File: config.mk
export PLATFORM = sky130hd
export DESIGN_NAME = pong_match_ctrl
export DESIGN_NICKNAME = d
export VERILOG_FILES = /design/src/rtl/pong_match_ctrl_pkg.sv /design/src/rtl/pong_serve_timer.sv /design/src/rtl/pong_match_ctrl.sv
export SDC_FILE = /design/constraint.sdc
export NUM_CORES = 1
export LEC_CHECK = 0
export ABC_AREA = 1
export BUFFER_PORTS_ARGS = -buffer_cell sky130_fd_sc_hd__buf_4
export CORE_MARGIN = 2
export CORE_UTILIZATION = 56
export DETAILED_ROUTE_END_ITERATION = 16
export HOLD_SLACK_MARGIN = 0.15
export PLACE_DENSITY = 0.78
export SKIP_CTS_REPAIR_TIMING = 1
export SLEW_MARGIN = 20
export SYNTH_ARGS = -nofsm -noshare
export SYNTH_HDL_FRONTEND = slang
export SYNTH_HIERARCHICAL = 1
export SYNTH_SLANG_ARGS = --single-unit
File: constraint.sdc
create_clock -name game_clk -period 2 [get_ports game_clk]
set_input_delay 0.1 -clock game_clk [delete_from_list [all_inputs] [get_ports game_clk]]
set_output_delay 0.1 -clock game_clk [all_outputs]
set_load 0.01 [all_outputs]
File: src/rtl/pong_match_ctrl_pkg.sv
// rtl/pong_match_ctrl_pkg.sv - shared encodings and constants for the pong match sequencer
//   state_e      : match state encodings (ST_IDLE..ST_PAUSED), also driven on the debug/HUD port
//   WIN_*        : winner codes driven on the winner port
//   PADDLE_Y_MAX : screen constant used by the sibling paddle blocks
package pong_match_ctrl_pkg;

  typedef enum logic [2:0] {
    ST_IDLE      = 3'd0,
    ST_SERVE     = 3'd1,
    ST_PLAY      = 3'd2,
    ST_POINT     = 3'd3,
    ST_GAME_OVER = 3'd4,
    ST_PAUSED    = 3'd5
  } state_e;

  localparam logic [1:0] WIN_NONE  = 2'd0;
  localparam logic [1:0] WIN_LEFT  = 2'd1;
  localparam logic [1:0] WIN_RIGHT = 2'd2;

  localparam int PADDLE_Y_MAX = 280;

endpackage

File: src/rtl/pong_serve_timer.sv
// rtl/pong_serve_timer.sv - loadable down-counter timing the serve countdown
//   game_clk : clock
//   rst      : synchronous active-high reset, clears the count
//   load     : load load_val (has priority over en)
//   en       : decrement by one per cycle, holding at zero
//   load_val : value loaded on load
//   done     : count is zero
module pong_serve_timer #(
  parameter int W = 7
) (
  input  logic         game_clk,
  input  logic         rst,
  input  logic         load,
  input  logic         en,
  input  logic [W-1:0] load_val,
  output logic         done
);

  logic [W-1:0] count_q;

  always_ff @(posedge game_clk) begin
    if (rst) begin
      count_q <= '0;
    end else if (load) begin
      count_q <= load_val;
    end else if (en && (count_q != '0)) begin
      count_q <= count_q - 1'b1;
    end
  end

  assign done = (count_q == '0);

endmodule

File: src/rtl/pong_match_ctrl.sv
// rtl/pong_match_ctrl.sv - pong match sequencer: serve countdown, scoring, game over
//   Optional feature macro: PONG_PAUSE_EN (adds the pause port and the PAUSED state)
//   game_clk    : game tick clock
//   rst         : synchronous active-high reset
//   start       : level, begins a match from IDLE or GAME_OVER
//   miss_left   : ball passed left edge, right player scores
//   miss_right  : ball passed right edge, left player scores
//   pause       : pause toggle strobe (PONG_PAUSE_EN only)
//   objs_rst    : registered reset to paddles and ball
//   play_en     : registered ball motion enable
//   score_left  : left score
//   score_right : right score
//   winner      : 0 none, 1 left, 2 right
//   state       : current state encoding
module pong_match_ctrl
  import pong_match_ctrl_pkg::*;
#(
  parameter int WIN_SCORE   = 5,
  parameter int SERVE_TICKS = 120,
  parameter int SCORE_W     = 4
) (
  input  logic               game_clk,
  input  logic               rst,
  input  logic               start,
  input  logic               miss_left,
  input  logic               miss_right,
`ifdef PONG_PAUSE_EN
  input  logic               pause,
`endif
  output logic               objs_rst,
  output logic               play_en,
  output logic [SCORE_W-1:0] score_left,
  output logic [SCORE_W-1:0] score_right,
  output logic [1:0]         winner,
  output logic [2:0]         state
);

  localparam int CNT_W = (SERVE_TICKS > 1) ? $clog2(SERVE_TICKS) : 1;
  localparam logic [CNT_W-1:0]   SERVE_LOAD = CNT_W'(SERVE_TICKS - 1);
  localparam logic [SCORE_W-1:0] WIN_S      = SCORE_W'(WIN_SCORE);

  state_e             state_q, state_d;
  logic [SCORE_W-1:0] score_left_q, score_left_d;
  logic [SCORE_W-1:0] score_right_q, score_right_d;
  logic [1:0]         winner_q, winner_d;
  logic               objs_rst_q, objs_rst_d;
  logic               play_en_q, play_en_d;
  logic               timer_load;
  logic               timer_done;

  // Loading on every entry to SERVE and counting down to zero gives a
  // dwell of exactly SERVE_TICKS cycles in SERVE.
  pong_serve_timer #(
    .W(CNT_W)
  ) u_serve_timer (
    .game_clk(game_clk),
    .rst     (rst),
    .load    (timer_load),
    .en      (state_q == ST_SERVE),
    .load_val(SERVE_LOAD),
    .done    (timer_done)
  );

  // State and match data registers
  always_ff @(posedge game_clk) begin
    if (rst) begin
      state_q       <= ST_IDLE;
      score_left_q  <= '0;
      score_right_q <= '0;
      winner_q      <= WIN_NONE;
      objs_rst_q    <= 1'b1;
      play_en_q     <= 1'b0;
    end else begin
      state_q       <= state_d;
      score_left_q  <= score_left_d;
      score_right_q <= score_right_d;
      winner_q      <= winner_d;
      objs_rst_q    <= objs_rst_d;
      play_en_q     <= play_en_d;
    end
  end

  // Next-state and score logic
  always_comb begin
    state_d       = state_q;
    score_left_d  = score_left_q;
    score_right_d = score_right_q;
    winner_d      = winner_q;
    timer_load    = 1'b0;
    case (state_q)
      ST_IDLE, ST_GAME_OVER: begin
        if (start) begin
          state_d       = ST_SERVE;
          score_left_d  = '0;
          score_right_d = '0;
          winner_d      = WIN_NONE;
          timer_load    = 1'b1;
        end
      end
      ST_SERVE: begin
        if (timer_done) begin
          state_d = ST_PLAY;
        end
      end
      ST_PLAY: begin
        // A double miss is a re-serve with no score; a miss beats a pause.
        if (miss_left && miss_right) begin
          state_d = ST_POINT;
        end else if (miss_left) begin
          score_right_d = score_right_q + 1'b1;
          state_d       = ST_POINT;
        end else if (miss_right) begin
          score_left_d = score_left_q + 1'b1;
          state_d      = ST_POINT;
`ifdef PONG_PAUSE_EN
        end else if (pause) begin
          state_d = ST_PAUSED;
`endif
        end
      end
      ST_POINT: begin
        if (score_left_q == WIN_S) begin
          state_d  = ST_GAME_OVER;
          winner_d = WIN_LEFT;
        end else if (score_right_q == WIN_S) begin
          state_d  = ST_GAME_OVER;
          winner_d = WIN_RIGHT;
        end else begin
          state_d    = ST_SERVE;
          timer_load = 1'b1;
        end
      end
`ifdef PONG_PAUSE_EN
      ST_PAUSED: begin
        if (pause) begin
          state_d = ST_PLAY;
        end
      end
`endif
      default: begin
        state_d = ST_IDLE;
      end
    endcase
  end

  // Registered outputs are decoded from the next state so they line up
  // with state on the same edge. objs_rst pulses only on SERVE entry so the
  // paddles can move during the rest of the countdown.
  always_comb begin
    objs_rst_d = (state_d == ST_IDLE) ||
                 ((state_d == ST_SERVE) && (state_q != ST_SERVE));
    play_en_d  = (state_d == ST_PLAY);
  end

  assign objs_rst    = objs_rst_q;
  assign play_en     = play_en_q;
  assign score_left  = score_left_q;
  assign score_right = score_right_q;
  assign winner      = winner_q;
  assign state       = state_q;

endmodule
==> flow_summary.ini <==
[layout]
fill_cells = 202
area_growth_pct = 19.8
layout-drive-gt1-share = 0.200
regArea_um2 = 440
antennaDiodeCount = 0
nets = 256
multiInputGateArea_um2 = 843
design_area_mm2 = 0.00166

[worst_setup_path]
reg2reg_setup_slack_ps = 340
r2r-end = u_serve_timer/count_q[0]$_SDFFE_PP0P_
required_ps = 2230
reg2reg_from = score_right[0]$_SDFFE_PP0P_
reg2reg_depth = 9
critPathMaxFanout = 10
path_class = reg -> reg
endpoint = u_serve_timer/count_q[0]$_SDFFE_PP0P_
cp.arrival_ps = 1880
cp-startpoint = score_right[0]$_SDFFE_PP0P_
end_kind = register
start_kind = register

[cts]
cts.sinks = 22
path_clk_slew_ps = 130
clock_latency_ps = 320
clockRootBuffer = clkbuf_4
cts_max_path_buffers = 2
cts_tree = yes
cts-buffers-inserted = 3
cts_max_level = 1

[logic_synthesis]
async_reset_ff_frac = 0
synth_edf_count = 0
netlist_area_mm2 = 0.00139
synth_area_leaders = dfxtp_1 32%, nand2_1 12%, nor2_1 11%, nand3_1 7.9%, inv_1 6.5%
syn_avg_cell_area_um2 = 6.50
yosysSeqAreaShare = 0.318
ys_top_cells_by_count = 44 x nand2_1, 42 x nor2_1, 24 x inv_1
yosysTopAreaCellShare = 0.318
ys.flop_type = dfxtp_1
yosys_warnings = 6
yosysMostFrequentCell = nand2_1
netlist_instances = 213
yosysUniqueCellTypes = 26
yosysTopAreaCell = dfxtp_1
ys_ff_latch = 22

[sta]
setup_violations = 0
hold_viol_final = 0
fmaxAchievable_mhz = 604
finalMaxSlewViolations = 0
fin_crit_sh = 0.828
rsz0062_at_grt = false
post-route-min-period_ps = 1660
fin_skew_ps = 4.26
tns_ps = 0

[drt]
post_drt_wl_per_cell_um = 10.6
viasPerCell = 4.93
vias = 1357
drt_iter0_markers = 40
antenna_left = 0
wirelength_um = 2910
drc_errors = 0
first_pass_iters = 5

[place]
dpl-instance-area_mm2 = 0.00160
gp_congestion = 0.802
port_buffers = 19
place.detailed.hpwl_um = 2080

[floorplanning]
io_pins = 20
core-area_mm2 = 0.00241
num_rows = 18
die_h_um = 53.7
dieArea_mm2 = 0.00289
initial_core_util = 0.575
dieWidth_um = 53.7

[min_path]
hp-class = in -> reg
hold_depth = 5

[global_route]
grt_overflow = 0
antenna_found_initial = 0
grt_max_degree = 20
grt_pass1_vias = 1061
grt_usage = 0.217
grt_first_pass_wirelength_um = 4570

[run_status]
status = complete, no violations

[power]
p_total_mw = 1.36
ir_drop_uv = 568
cellPowerDensity_mw_per_mm2 = 818
p_leak_nw = 0.825

[job]
drv_cap = 0
power breakdown:
part           switching, mW  internal, mW
registers             0.0484         0.491
clock network          0.148         0.111
logic                  0.349         0.210
per-stage QoR:
stage	setup WS, ps	hold WS [ps]	util	cells
global route	112	169	0.688	275
detailed placement	355	440	0.665	269
floorplan	351	171	-	218
global placement	388	431	0.665	269
finish	344	143	0.688	275
CTS	328	93.9	0.680	273
placed cells by master, fill, tap and decap left out, types with 2 or more instances in the layout:
cell,synthesis,final
nand2_1,44,44
nor2_1,42,42
inv_1,24,24
buf_4,1,23
nand3_1,22,22
dfxtp_1,22,22
a21oi_1,12,12
conb_1,2,7
nor2_2,6,6
nand4_1,6,6
inv_2,5,5
ha_1,5,5
nand2_4,3,3
o21ai_1,3,3
nand2_2,3,3
clkbuf_4,0,3
nand3_4,2,2
xnor2_1,2,2
dlygate4sd3_1,0,2
worst min path at each step:
| stage | from | end | slack, ps |
|---|---|---|---|
| 4_1_cts | rst | score_left[2]$_SDFFE_PP0P_ | 90 |
| 2_1_floorplan | rst | state[1]$_SDFF_PP0_ | 170 |
| 5_1_grt | miss_left | score_left[0]$_SDFFE_PP0P_ | 170 |
| 3_5_place_dp | rst | state[0]$_SDFF_PP0_ | 440 |
| 6_report | miss_left | state[0]$_SDFF_PP0_ | 140 |
| 3_3_place_gp | rst | score_right[1]$_SDFFE_PP0P_ | 430 |
sequential cells by signal, indices dropped and copies added (netlist names):
register               flops
u_serve_timer/count_q      7
score_left                 4
score_right                4
state                      3
winner                     2
objs_rst                   1
play_en                    1
kinds of logic after synthesis:
group,count (synthesis),synth area share
buffers and inverters,31,0.0867
adder cells (fa/ha/maj),5,0.0452
flip-flops,22,0.318
XOR/XNOR,2,0.0126
other,2,0.00542
AO/OA/AOI/OAI,17,0.0650
AND/OR/NAND/NOR,134,0.467
critical path: stages (launching register included):
cell     delay [ps]
dfxtp_1         460
ha_1            180
nand3_1          80
nand2_1         120
o21ai_1          90
inv_1           230
buf_4           210
nand2_2          60
nor2_1           80
nor2_1           50
cell type report:
cell class	count	area share
multi-input combinational	165	0.508
sequential	22	0.265
timing repair buffer	25	0.116
inverter	29	0.0656
tap	30	0.0226
clock buffer	4	0.0219
metal layers:
| layer | vias up | global-route usage | routed length, um |
|---|---|---|---|
| li1 | 730 | - | - |
| met1 | 598 | 0.325 | 1530 |
| met2 | 27 | 0.295 | 1240 |
| met3 | 2 | 0.0417 | 114 |
| met4 | 0 | 0.0983 | 31 |
| met5 | - | 0 | 0 |
No activity file was read; power rests on OpenSTA's default activity.
